===== src/rtl/pcg_arbiter.sv =====
// Shares one 16-bit LCG, with an 8-bit permuted output, between N_REQ round-robin requesters.
// Each grant returns one byte and advances the generator once. Warm-up follows reset or reseed.
module pcg_arbiter #(
  parameter int          N_REQ      = 4,
  parameter logic [15:0] RESET_SEED = 16'd4356,
  parameter int          WARMUP     = 4,
  parameter logic [15:0] MULT       = 16'd12829,
  parameter logic [15:0] INC        = 16'd47989
) (
  input  logic             clk,
  input  logic             rst_n,
  input  logic             seed_load,
  input  logic [15:0]      seed,
  input  logic [N_REQ-1:0] req,
  output logic [N_REQ-1:0] gnt,
  output logic [7:0]       rnd,
  output logic             busy
);

  localparam int         PW         = (N_REQ > 1) ? $clog2(N_REQ) : 1;
  localparam logic [7:0] WARMUP_CNT = 8'(WARMUP);

  typedef enum logic {ST_WARMUP, ST_SERVE} fsm_t;
  localparam fsm_t START_ST = (WARMUP == 0) ? ST_SERVE : ST_WARMUP;

  fsm_t             fsm_q, fsm_d;
  logic [15:0]      state_q, state_d;
  logic [7:0]       rnd_d;
  logic [N_REQ-1:0] gnt_d;
  logic [PW-1:0]    ptr_q, ptr_d;
  logic [7:0]       wcnt_q, wcnt_d;
  logic             found;
  logic [PW-1:0]    win;

  function automatic logic [15:0] lcg_step(input logic [15:0] s);
    return s * MULT + INC;
  endfunction

  function automatic logic [7:0] lcg_perm(input logic [15:0] s);
    logic [3:0]  sh;
    logic [15:0] p;
    sh = {1'b0, s[15:13]} + 4'd3;
    p  = ((s >> sh) ^ s) * 16'd62169;
    return p[15:8];
  endfunction

  always_ff @(posedge clk or negedge rst_n) begin
    if (!rst_n) begin
      fsm_q   <= START_ST;
      state_q <= RESET_SEED;
      rnd     <= 8'd0;
      gnt     <= '0;
      ptr_q   <= '0;
      wcnt_q  <= WARMUP_CNT;
    end else begin
      fsm_q   <= fsm_d;
      state_q <= state_d;
      rnd     <= rnd_d;
      gnt     <= gnt_d;
      ptr_q   <= ptr_d;
      wcnt_q  <= wcnt_d;
    end
  end

  // A reseed wins over any grant this edge, so a pending request stays pending.
  always_comb begin
    int unsigned idx;
    fsm_d   = fsm_q;
    state_d = state_q;
    rnd_d   = rnd;
    gnt_d   = '0;
    ptr_d   = ptr_q;
    wcnt_d  = wcnt_q;
    found   = 1'b0;
    win     = '0;
    idx     = 0;

    for (int i = 0; i < N_REQ; i++) begin
      idx = 32'(ptr_q) + 32'(i);
      if (idx >= 32'(N_REQ)) idx = idx - 32'(N_REQ);
      if (!found && req[idx[PW-1:0]]) begin
        found = 1'b1;
        win   = idx[PW-1:0];
      end
    end

    if (seed_load) begin
      state_d = seed;
      wcnt_d  = WARMUP_CNT;
      fsm_d   = START_ST;
    end else begin
      case (fsm_q)
        ST_WARMUP: begin
          state_d = lcg_step(state_q);
          wcnt_d  = wcnt_q - 8'd1;
          if (wcnt_q <= 8'd1) fsm_d = ST_SERVE;
        end
        ST_SERVE: begin
          if (found) begin
            gnt_d   = {{(N_REQ-1){1'b0}}, 1'b1} << win;
            rnd_d   = lcg_perm(state_q);
            state_d = lcg_step(state_q);
            if (32'(win) == 32'(N_REQ - 1)) ptr_d = '0;
            else                            ptr_d = win + PW'(1);
          end
        end
        default: fsm_d = START_ST;
      endcase
    end
  end

  assign busy = (fsm_q == ST_WARMUP);

endmodule


===== config.mk =====
export PLATFORM = sky130hd
export DESIGN_NAME = pcg_arbiter
export DESIGN_NICKNAME = d
export VERILOG_FILES = /design/src/rtl/pcg_arbiter.sv
export SDC_FILE = /design/constraint.sdc
export NUM_CORES = 1
export LEC_CHECK = 0
export ABC_AREA = 1
export ABC_CLOCK_PERIOD_IN_PS = 14410
export CORE_ASPECT_RATIO = 1.4
export CORE_UTILIZATION = 45
export CTS_BUF_LIST = sky130_fd_sc_hd__clkbuf_8
export DETAILED_ROUTE_END_ITERATION = 8
export GPL_TIMING_DRIVEN = 0
export PLACE_DENSITY = 0.71
export SETUP_SLACK_MARGIN = 0.1
export SLEW_MARGIN = 0
export SYNTH_ARGS = -nofsm -noshare
export SYNTH_HDL_FRONTEND = slang
export SYNTH_SLANG_ARGS = --single-unit

===== constraint.sdc =====
create_clock -name clk -period 14.41 [get_ports clk]
set_input_delay 3.6025 -clock clk [delete_from_list [all_inputs] [get_ports clk]]
set_output_delay 3.6025 -clock clk [all_outputs]
set_load 0.005 [all_outputs]

### Word-level counts from Yosys, hierarchy flattened

Cells that the tools add are included.

| word-level totals | value |
|---|---|
| flip-flop bits (word level) | 39 |
| bits in latches | 0 |
| memory bits (writable) | 0 |
| bits in read-only memories | 0 |
| output and inout bits | 13 |
| memories | 0 |

| cells by class | value |
|---|---|
| add/sub/neg operators | 11 |
| multipliers | 2 |
| div/mod/pow operators | 0 |
| $lt $le $gt $ge | 9 |
| equality and inequality tests | 3 |
| shift operators | 2 |
| mux-type cells | 32 |
| bitwise gates (word level) | 3 |
| reduce and logical (&&, ||, !) cells | 7 |

Operators by type and width:

| operator | number |
|---|---|
| $mux W16 | 2 |
| $pmux W16 S2 | 1 |
| $mux W2 | 9 |
| $add A16 B16 Y16 const B | 1 |
| $mul A16 B13 Y16 const B | 1 |
| $mul A16 B14 Y16 const B | 1 |
| $mux W8 | 2 |
| $shr A16 B4 Y16 | 1 |
| $xor A16 B16 Y16 | 1 |
| $lt A2 B3 Y1 const B | 4 |
| $mux W4 | 3 |
| $mux W1 | 11 |
| $ge A3 B3 Y1 const B | 3 |
| $bmux W1 S2 | 4 |
| $le A8 B1 Y1 const B | 1 |
| $sub A2 B1 Y2 const B | 4 |
| $sub A8 B1 Y8 const B | 1 |
| $add A2 B2 Y3 const B | 2 |
| $add A3 B2 Y4 const B | 1 |
| $shl A1 B2 Y4 const A | 1 |
| $add A2 B1 Y3 const B | 1 |
| $ge A2 B3 Y1 const B | 1 |
| $logic_and A1 B1 Y1 | 3 |
| $logic_not A1 Y1 | 3 |
| 6 further kinds | 7 |

### Logic depth before layout (Yosys ltp)

Gate-level depths: netlist (run 1).

| depth | value |
|---|---|
| word-level depth | 18 |
| mapped depth | 32 |
| mapped depth without buffers | 30 |

### Worst setup path after synthesis (run 1)

No wires, ideal clock.

| timing path | value |
|---|---|
| kind | reg-to-reg |
| start point | reg state_q[13] |
| end point | reg rnd[7] |
| data arrival time | 5209 ps |
| required time | 14293 ps |
| setup slack | 9085 ps |
| cell stages (with the launch flop) | 28 |
| clock period less this slack | 5325 ps |
| path through | dfrtp_1 > buf_4 > buf_6 > nand2_1 > o21ai_1 > o21ai_1 > nor2_1 > a31oi_2 > xor2_2 > ha_1 > inv_1 > fa_1 > fa_1 > inv_1 > fa_1 > inv_1 > fa_1 > inv_1 > ha_1 > ha_1 > nand2_1 > o21ai_0 > a31oi_1 > nand3_1 > nand2_1 > nand3_1 > nand3_2 > nand2_1 |

| between the ends | value |
|---|---|
| cells in the longest elaborated chain, start to end | 4 |

Ends and longest elaborated chain:

| what | line | text |
|---|---|---|
| from (decl) | 27 | `logic [15:0] state_q, state_d;` |
| from (signal assigned) | 57 | `state_q <= state_d;` |
| $add A3 B2 Y4 | 42 | `sh = {1'b0, s[15:13]} + 4'd3;` |
| $shr A16 B4 Y16 | 43 | `p = ((s >> sh) ^ s) * 16'd62169;` |
| $xor A16 B16 Y16 * | 43 |  |
| $mul A16 B13 Y16 * | 43 |  |
| to (signal assigned) | 58 | `rnd <= rnd_d;` |
| to (decl) | 16 | `output logic [7:0] rnd,` |

Every way passes the cells marked *; elsewhere a longest branch is shown, timed or not.
A chain may end at the register's enable or synchronous reset.

### Final worst setup path (run 1)

Ends and elaborated chain as after synthesis.

==> results of run 1 <==
[worst max-delay path: cells and delay by family (launching register included)]
family / cells / cell delay (ns)
adders and majority gates: 7 / 3.05
buffers and inverters: 6 / 0.59
AOI/OAI and AO/OA: 5 / 0.75
and+or+nand+nor: 8 / 0.63
xor gates and xnor gates: 1 / 0.33
DFF: 1 / 0.40
[layer usage]
layer / global-route usage / vias up / part of all wire
li1: - / 2783 / -
met1: 0.236 / 2605 / 0.41
met2: 0.387 / 76 / 0.54
met3: 0.0157 / 30 / 0.015
met4: 0.0952 / 0 / 0.034
met5: 0 / - / 0
[worst max path at each step]
| stage | startpoint | end | slack (ns) | cells past startpoint |
|---|---|---|---|---|
| after floorplan | state_q[13]$_DFFE_PN0P_ | rnd[7]$_DFFE_PN0P_ | 9.08 | 27 |
| after detailed placement | state_q[13]$_DFFE_PN0P_ | rnd[7]$_DFFE_PN0P_ | 8.55 | 27 |
| after global routing | state_q[13]$_DFFE_PN0P_ | rnd[5]$_DFFE_PN0P_ | 8.17 | 25 |
| after CTS | state_q[13]$_DFFE_PN0P_ | rnd[7]$_DFFE_PN0P_ | 8.51 | 27 |
| final | state_q[13]$_DFFE_PN0P_ | rnd[7]$_DFFE_PN0P_ | 8.54 | 27 |
| after global placement | state_q[13]$_DFFE_PN0P_ | rnd[7]$_DFFE_PN0P_ | 8.59 | 26 |
[logic make-up (layout without fill, tap and decap cells)]
kind of cell               count (synthesis)  in the layout  share of synthesized area
AOI/OAI and AO/OA                        101            101                      0.103
xor gates and xnor gates                  36             36                     0.0477
adders and majority gates                181            181                      0.399
buffers and inverters                    223            267                      0.130
DFF                                       39             39                      0.142
muxes                                      2              2                    0.00289
and+or+nand+nor                          277            277                      0.175
[registers in the layout, summed over array words and instances, names as in the netlist]
signal,count
rnd,8
state_q,16
gnt,4
ptr_q,2
fsm_q,1
wcnt_q,8
[synthesized netlist by cell type, types with 5 or more instances]
cell	instances
nor2_2	5
inv_2	6
o211ai_2	9
nand2_2	7
o21ai_2	15
buf_6	7
o21ai_0	24
xor2_1	21
inv_1	198
ha_1	114
nand2_1	150
clkbuf_1	5
nor2_1	32
nand3_1	65
a21oi_1	27
fa_1	67
xnor2_1	13
dfrtp_1	35
[area by class of cell]
| class | instances | share of cell area |
|---|---|---|
| multi-input combinational | 597 | 0.662 |
| sequential | 39 | 0.129 |
| inverter | 206 | 0.102 |
| timing repair buffer | 36 | 0.0479 |
| tap | 192 | 0.0315 |
| buffer | 17 | 0.0166 |
| clock buffer | 5 | 0.00902 |
| clock inverter | 3 | 0.00263 |
[metrics by stage]
| stage | util | instances | instance area (µm²) | hold WS, ns | setup slack, ns |
|---|---|---|---|---|---|
| final | 0.507 | 1095 | 7630 | 0.443 | 8.54 |
| after global routing | 0.507 | 1095 | 7630 | 0.458 | 8.17 |
| after CTS | 0.507 | 1095 | 7630 | 0.443 | 8.51 |
| after detailed placement | 0.501 | 1087 | 7540 | 0.442 | 8.55 |
| after global placement | 0.500 | 1086 | 7520 | 0.434 | 8.59 |
| after floorplan | - | 859 | 6930 | 0.430 | 9.08 |
[cell usage in the layout (no fill, tap or decap), types with 3 or more instances in the layout]
cell type / n
a21oi_1: 27
a21oi_2: 3
a31oi_2: 4
buf_2: 3
buf_6: 7
clkbuf_1: 5
clkbuf_8: 5
clkdlybuf4s50_1: 34
dfrtp_1: 35
dfstp_2: 4
fa_1: 67
ha_1: 114
inv_1: 198
inv_2: 6
nand2_1: 150
nand2_2: 7
nand3_1: 65
nand3b_1: 3
nand4_1: 3
nor2_1: 32
nor2_2: 5
nor3_1: 4
o211ai_2: 9
o21ai_0: 24
o21ai_1: 4
o21ai_2: 15
o21bai_1: 4
xnor2_1: 13
xor2_1: 21
==> key figures, run 1 <==
Finish
  • N_diodes: 0
  • # nets final: 1106
  • Share of cells above drive strength 1: 0.0930
  • Synth-to-Final Area Change: 10.0%
  • Fillers: 1462
  • Sequential cell area: 981 µm²
  • Area occupied by multi-input gates: 5050 µm²

Synthesis
  • Syn. warnings: 0
  • Synth top area cells: ha_1, fa_1, dfrtp_1
  • Cell accounting for the most synthesized area: ha_1
  • Async S/R FF share, synth: 1.00
  • Yosys cell types: 47
  • Netlist Area Pre-Place: 6930 µm²
  • Yosys reg bits: 39
  • Post-synthesis sequential area ratio: 0.142
  • Top-area cell type share of the netlist area: 0.206
  • Number of synthesized flops with an enable pin: 0
  • Mapped Nets: 1063
  • Ys flop type: dfrtp_1
  • Synth Instances: 859
  • Mean post-synth cell area: 8.07 µm²

Setup path
  • Reg2reg start: state_q[13]$_DFFE_PN0P_
  • Largest stage delay, worst path: 0.59 ns
  • Critical Path Source Type: flop
  • R2r worst-path depth: 27
  • Crit Reg-Reg Endpoint: rnd[7]$_DFFE_PN0P_
  • Reg-to-reg slack, setup: 8.54 ns
  • WP data required: 14.62 ns
  • CP Max Fanout: 10
  • Crit. End Element: flop
  • Slowest cell on crit path: fa_1
  • Arrival time at the worst endpoint: 6.08 ns
  • Critical path type: reg -> reg

Floorplanning
  • I/O pins: 36
  • Die width: 107 µm
  • Placement Rows: 53
  • Starting Density: 0.460
  • Die ar.: 15900 µm²
  • Area of the core: 15100 µm²
  • Die Y: 149 µm

Routing
  • DRC: 0
  • DRT iter0 DRCs: 250
  • Total number of vias: 5494
  • Pre-antenna DRT Iters: 4
  • Wire per inst: 13.7 µm
  • Antenna viol nets, final: 0
  • Routed wire length: 15000 µm
  • Via density: 5.02

CTS
  • Clock tree root driver cell: clkbuf_8
  • CTS resizes: 0
  • CTS tree: built
  • CTS HTree Levels: 2
  • Max Root-Sink Buffers: 2
  • Post-CTS setup buffer count: 0
  • CTS buffer count: 5
  • Clock-pin slew on the worst setup and hold paths: 0.08 ns
  • Clk_lat worst skew: 0.31 ns
  • CTS sink cnt: 39
  • Hold Buf Count CTS: 0

Min path
  • Hold crit path type: reg -> reg
  • Sink of the worst hold path: wcnt_q[1]$_DFFE_PN0P_
  • Worst Hold Depth: 1
  • Hold Startpoint: fsm_q$_DFF_PN0_

GRT
  • Vias in the first global route: 5645
  • First-pass GRT wire length: 25800 µm
  • Total gr overflow: 0
  • Total GRT Usage: 0.207
  • Number of antenna violations at the first check in global routing: 0
  • Pin count of the biggest net entering global routing: 27

STA
  • RSZ-0062 raised after global routing: false
  • Slew Viols, Final: 0
  • Setup total negative slack: 0 ns
  • Worst slew pin tran: 0.744 ns
  • Final Hold Vio Count: 0
  • Min Tclk post-route: 5.87 ns
  • Final count of negative-setup-slack endpoints: 0
  • Slew HR: 0.504
  • Skew final: 0.00647 ns
  • Max Fclk: 0.170 GHz
  • Final period utilization: 0.408

Place
  • I/O Buffers: 35
  • Placer Congestion: 0.916
  • Final HPWL DP: 13200 µm

Run status
  • Status: complete, no violations

Flow run
  • Max-cap violation count: 0
Power of run 1 is left out: the tool's default activity adds up to more than one toggle a clock period on the data nets, which glitch-free logic cannot reach.
==> run 2, diff against run 1 <==
Settings changed: ABC_CLOCK_PERIOD_IN_PS 14410 to 5000, PLACE_DENSITY 0.71 to 0.73.
Clock period 14.41 ns to 5 ns, I/O delays scaled along.
==> run 2 against run 1 <==
Effect of this change: clock skew rose by 0.0053 ns; via count rose by 7.8%; global-route usage rose by 2.0 points; largest cell class unchanged; die area did not move; critical path depth rose by 2; worst setup slack got worse by 8.8 ns; critical path type unchanged; non-clock buffer count rose by 55; utilization rose by 7.1 points; the run now ends with setup timing left.
==> key figures, run 2 (synthesis results as in run 1) <==
CTS
  • Clk_lat worst skew: 0.30 ns (was 0.31 ns)
  • Max Root-Sink Buffers: 2 (unchanged)
  • CTS buffer count: 5 (unchanged)
  • Hold Buf Count CTS: 0 (unchanged)
  • CTS sink cnt: 39 (unchanged)
  • Clock-pin slew on the worst setup and hold paths: 0.08 ns (about the same)
  • CTS HTree Levels: 2 (unchanged)
  • CTS tree: built (unchanged)
  • Clock tree root driver cell: clkbuf_8 (unchanged)

Setup path
  • Largest stage delay, worst path: 0.54 ns (was 0.59 ns)
  • CP bufs+invs: 9 (was 6)
  • Arrival time at the worst endpoint: 5.48 ns (was 6.08 ns)
  • Critical Path Source Type: flop (unchanged)
  • Top cell by count, worst path: inv_1
  • WP data required: 5.20 ns (was 14.62 ns)
  • Crit. End Element: flop (unchanged)
  • CP Max Fanout: 4 (was 10)
  • Critical path type: reg -> reg (unchanged)
  • Delay-heaviest family, CP: adder cells (unchanged)
  • Slowest cell on crit path: fa_1 (unchanged)

STA
  • Worst slew pin tran: 0.723 ns (was 0.744 ns)
  • Slew HR: 0.518 (was 0.504)
  • Final period utilization: 1.06 (was 0.408)
  • Slew Viols, Final: 0 (unchanged)
  • Max Fclk: 0.189 GHz (was 0.170 GHz)
  • Min Tclk post-route: 5.28 ns (was 5.87 ns)
  • RSZ-0062 raised after global routing: true (was false)
  • Final WS setup: -0.279 ns (was 8.54 ns)
  • Final Hold Vio Count: 0 (unchanged)
  • Skew final: 0.0118 ns (was 0.00647 ns)
  • Final count of negative-setup-slack endpoints: 5 (was 0)

Run status
  • Status: complete, but fails checks (was complete, no violations)
  • Failing checks: setup timing

Floorplanning
  • Placement Rows: 53 (unchanged)
  • Starting Density: 0.460 (unchanged)
  • Die ar.: 15900 µm² (unchanged)
  • Die width: 107 µm (unchanged)
  • I/O pins: 36 (unchanged)
  • Die Y: 149 µm (unchanged)
  • Area of the core: 15100 µm² (unchanged)

Place
  • Final HPWL DP: 13200 µm (about the same)
  • Placer Congestion: 0.969 (was 0.916)
  • Place WS: -0.494 ns (was 8.55 ns)
  • I/O Buffers: 35 (unchanged)

Flow run
  • Max-cap violation count: 0 (unchanged)

Routing
  • Antenna viol nets, final: 0 (unchanged)
  • Total number of vias: 5923 (was 5494)
  • DRT iter0 DRCs: 300 (was 250)
  • Wire per inst: 15.0 µm (was 13.7 µm)
  • DRC: 0 (unchanged)
  • Routed wire length: 17200 µm (was 15000 µm)
  • Pre-antenna DRT Iters: 4 (unchanged)
  • Via density: 5.15 (was 5.02)

Finish
  • Max reg flops: 16 (unchanged)
  • Commonest non-fill, non-tap cell in the layout: inv_1 (unchanged)
  • Biggest register: state_q (unchanged)
  • Share of cells above drive strength 1: 0.261 (was 0.0930)
  • Largest registers: state_q (16), rnd (8), wcnt_q (8) (unchanged)
  • N_diodes: 0 (unchanged)
  • Most frequent cells in the layout: inv_1, nand2_1, ha_1 (unchanged)
  • # nets final: 1161 (was 1106)
  • Synth-to-Final Area Change: 25.5% (was 10.0%)

GRT
  • Pin count of the biggest net entering global routing: 34 (was 27)
  • Total gr overflow: 0 (unchanged)
  • First-pass GRT wire length: 28400 µm (was 25800 µm)
  • Vias in the first global route: 6217 (was 5645)
  • Total GRT Usage: 0.226 (was 0.207)
  • Number of antenna violations at the first check in global routing: 0 (unchanged)

Min path
  • Hold crit path type: reg -> reg (unchanged)
-- run 2: changes by cell type in the layout (fill, tap and decap cells not counted), moves of 9 or more --
cell	before	now
nand2_2	7	19
nand2_1	150	133
ha_4	0	18
ha_1	114	90
o21ai_0	24	15
inv_2	6	23
buf_4	2	49
inv_1	198	177
-- run 2: routing by layer --
layer  track usage  vias up  wire [µm]
li1              -     2895          -
met1         0.242     2812       6270
met2         0.430      146       9270
met3        0.0210       70        552
met4         0.127        0       1130
met5             0        -          0
-- run 2: final cells by class --
cell class | instances | area, µm²
well taps | 192 | 240
multi-input cells | 597 | 5590
clock buffers | 5 | 68.8
fillers | 1258 | 6360
plain buffers | 17 | 145
repair buffers | 91 | 830
inverters | 206 | 790
clock inverters | 3 | 43.8
flip-flops and latches | 39 | 991
-- run 2: stage by stage --
step                hold WS, ns  setup TNS (ns)  instance area [µm²]  utilization  cells
floorplan                 0.430               0                 7090            -    859
global placement          0.437           -1.67                 7680        0.510   1086
detailed placement        0.454           -2.21                 7690        0.511   1087
CTS                       0.455          -0.209                 8460        0.562   1138
global route              0.496           -2.50                 8700        0.578   1150
finish                    0.454          -0.720                 8700        0.578   1150
-- run 2: path summary, 6_finish.rpt --
kind	slack [ns]	from	end	depth (start not counted)
max in group asynchronous	3.67	rst_n	state_q[12]$_DFFE_PN1P_	2
min in group asynchronous	0.80	rst_n	state_q[13]$_DFFE_PN0P_	1
max reg2reg	-0.28	state_q[13]$_DFFE_PN0P_	rnd[7]$_DFFE_PN0P_	29
min	0.45	fsm_q$_DFF_PN0_	wcnt_q[1]$_DFFE_PN0P_	1
min reg2reg	0.45	fsm_q$_DFF_PN0_	wcnt_q[1]$_DFFE_PN0P_	1
max	-0.28	state_q[13]$_DFFE_PN0P_	rnd[7]$_DFFE_PN0P_	29
-- run 2: repair_timing --
item | 4_1_cts | 5_1_grt
gates resized for setup | 76 | 41
endpoints found under the setup margin | 8 | 13
pin swaps | 44 | 39
endpoints found under the hold margin | 0 | 0
setup buffers | 42 | 13
cloned | 1 | 0
Power of run 2 is left out for the same reason.
==> run 3, diff against run 2 <==
Settings changed: GPL_ROUTABILITY_DRIVEN from default to 0.
==> run 3 against run 2 <==
Effect of this change: the flow still finishes with violations (setup timing); wire length up 2.3%; count of clock-buffer cells in the layout is the same; utilization grew 0.81 points; hold slack improved by 0.0020 ns; sequential cell count unchanged; non-clock buffer count fell by 3; sequential share of layout area decreased by 0.13 points; final cell count down 0.26%; critical path depth fell by 2; die area unchanged; clock skew fell by 0.0018 ns; design area is 1.4% higher.
==> key figures, run 3 (synthesis results as in run 1) <==
STA
  • Final period utilization: 1.05 (was 1.06)
  • Setup total negative slack: -0.609 ns (was -0.720 ns)
  • Final count of negative-setup-slack endpoints: 5 (unchanged)
  • Slew Viols, Final: 0 (unchanged)
  • Worst slew pin tran: 0.776 ns (was 0.723 ns)
  • Skew final: 0.00999 ns (was 0.0118 ns)
  • Min Tclk post-route: 5.23 ns (was 5.28 ns)
  • Slew HR: 0.483 (was 0.518)
  • Final Hold Vio Count: 0 (unchanged)
  • Max Fclk: 0.191 GHz (was 0.189 GHz)
  • RSZ-0062 raised after global routing: true (unchanged)
  • Final WS setup: -0.230 ns (was -0.279 ns)

Floorplanning
  • Die width: 107 µm (unchanged)
  • Die ar.: 15900 µm² (unchanged)
  • Starting Density: 0.460 (unchanged)
  • Area of the core: 15100 µm² (unchanged)
  • Placement Rows: 53 (unchanged)
  • I/O pins: 36 (unchanged)
  • Die Y: 149 µm (unchanged)

Finish
  • Commonest non-fill, non-tap cell in the layout: inv_1 (unchanged)
  • Fillers: 1251 (was 1258)
  • Share of cells above drive strength 1: 0.279 (was 0.261)
  • Most frequent cells in the layout: inv_1, nand2_1, ha_1 (unchanged)
  • # nets final: 1158 (was 1161)
  • Biggest register: state_q (unchanged)
  • Synth-to-Final Area Change: 27.2% (was 25.5%)
  • Largest registers: state_q (16), rnd (8), wcnt_q (8) (unchanged)
  • N_diodes: 0 (unchanged)
  • Area occupied by multi-input gates: 5720 µm² (was 5590 µm²)
  • Sequential cell area: 993 µm² (was 991 µm²)
  • Util after Layout: 0.586 (was 0.578)
  • Max reg flops: 16 (unchanged)

Run status
  • Status: complete, but fails checks (unchanged)
  • Failing checks: setup timing (unchanged)

Routing
  • Pre-antenna DRT Iters: 4 (unchanged)
  • DRT iter0 DRCs: 298 (was 300)
  • Antenna viol nets, final: 0 (unchanged)
  • Wire per inst: 15.4 µm (was 15.0 µm)
  • Routed wire length: 17600 µm (was 17200 µm)
  • Via density: 5.18 (was 5.15)
  • Total number of vias: 5938 (was 5923)
  • DRC: 0 (unchanged)

Setup path
  • R2r worst-path depth: 27 (was 29)
  • Largest stage delay, worst path: 0.56 ns (was 0.54 ns)
  • WP data required: 5.20 ns (about the same)
  • Reg2reg start: state_q[13]$_DFFE_PN0P_ (unchanged)
  • Critical Path Source Type: flop (unchanged)
  • CP bufs+invs: 7 (was 9)
  • CP Depth: 27 (was 29)
  • Delay-heaviest family, CP: adder cells (unchanged)
  • Reg-to-reg slack, setup: -0.23 ns (was -0.28 ns)
  • Arrival time at the worst endpoint: 5.44 ns (was 5.48 ns)
  • Crit. End Element: flop (unchanged)
  • Top cell by count, worst path: nand2_1 (was inv_1)
  • Crit Reg-Reg Endpoint: rnd[7]$_DFFE_PN0P_ (unchanged)
  • Critical path type: reg -> reg (unchanged)
  • Slowest cell on crit path: fa_1 (unchanged)
  • CP Max Fanout: 4 (unchanged)

GRT
  • Number of antenna violations at the first check in global routing: 0 (unchanged)
  • First-pass GRT wire length: 28200 µm (was 28400 µm)
  • Total GRT Usage: 0.227 (was 0.226)
  • Vias in the first global route: 6060 (was 6217)
  • Total gr overflow: 0 (unchanged)
  • Pin count of the biggest net entering global routing: 34 (unchanged)

Min path
  • Hold crit path type: reg -> reg (unchanged)
  • Sink of the worst hold path: wcnt_q[1]$_DFFE_PN0P_ (unchanged)
  • Hold Startpoint: fsm_q$_DFF_PN0_ (unchanged)
  • Worst Hold Depth: 1 (unchanged)

CTS
  • CTS sink cnt: 39 (unchanged)
  • CTS HTree Levels: 2 (unchanged)
  • Clock tree root driver cell: clkbuf_8 (unchanged)
  • Clk_lat worst skew: 0.31 ns (was 0.30 ns)
  • CTS tree: built (unchanged)
  • Clock-pin slew on the worst setup and hold paths: 0.09 ns (was 0.08 ns)
  • Max Root-Sink Buffers: 2 (unchanged)
  • CTS buffer count: 5 (unchanged)
  • Hold Buf Count CTS: 0 (unchanged)

Flow run
  • Max-cap violation count: 0 (unchanged)

Place
  • I/O Buffers: 35 (unchanged)
  • Final HPWL DP: 13500 µm (was 13200 µm)
[run 3: layout make-up]
cell class / count / area share
clock inverter: 3 / 0.00497
sequential: 39 / 0.113
buffer: 17 / 0.0156
clock buffer: 5 / 0.00780
inverter: 206 / 0.0890
multi-input combinational: 597 / 0.648
tap: 192 / 0.0272
timing repair buffer: 88 / 0.0944
[run 3: repair_timing]
| item | CTS | global route |
|---|---|---|
| cloned | 1 | 0 |
| gates resized for setup | 68 | 70 |
| setup endpoints to repair | 9 | 12 |
| buffers inserted | 36 | 16 |
| pin swaps | 36 | 51 |
[run 3: worst max-delay path by stage]
stage                                 start                 end  slack [ns]
CTS                 state_q[13]$_DFFE_PN0P_  rnd[7]$_DFFE_PN0P_       -0.20
global placement    state_q[13]$_DFFE_PN0P_  rnd[7]$_DFFE_PN0P_       -0.49
global route        state_q[13]$_DFFE_PN0P_  rnd[7]$_DFFE_PN0P_       -0.51
floorplan           state_q[13]$_DFFE_PN0P_  rnd[7]$_DFFE_PN0P_        0.02
finish              state_q[13]$_DFFE_PN0P_  rnd[7]$_DFFE_PN0P_       -0.23
detailed placement  state_q[13]$_DFFE_PN0P_  rnd[7]$_DFFE_PN0P_       -0.51
[run 3: per-stage QoR]
stage	std cells	cell area, µm²	worst slack [ns]	hold WS (ns)
after floorplan	859	7090	0.0185	0.430
after global placement	1086	7680	-0.486	0.433
after detailed placement	1087	7690	-0.510	0.448
after CTS	1132	8410	-0.197	0.459
after global routing	1147	8820	-0.509	0.475
final	1147	8820	-0.230	0.456
[run 3: layer usage]
metal,up-vias,share of wire,global-route usage
met4,0,0.043,0.100
met2,142,0.56,0.439
met5,-,0,0
met3,61,0.030,0.0227
met1,2854,0.36,0.245
li1,2881,-,-
[run 3: worst register-to-register path, stage by stage, from the launching register on]
cell and delay, ns:
dfrtp_1 0.39, buf_6 0.13, inv_2 0.07, bufbuf_16 0.25, nand2_1 0.08, nand3_1 0.10
nand3_1 0.13, nand3_1 0.14, nand2_2 0.15, ha_4 0.28, fa_1 0.49, inv_1 0.05
fa_1 0.52, fa_1 0.46, fa_1 0.56, inv_1 0.07, ha_4 0.25, ha_4 0.25
a21oi_2 0.11, o21ai_1 0.08, a31oi_2 0.19, inv_1 0.06, nand2_1 0.05, nand2_1 0.06
inv_1 0.05, nand2_1 0.05, nand3_2 0.06, nand2_1 0.04
Power of run 3 is left out for the same reason.
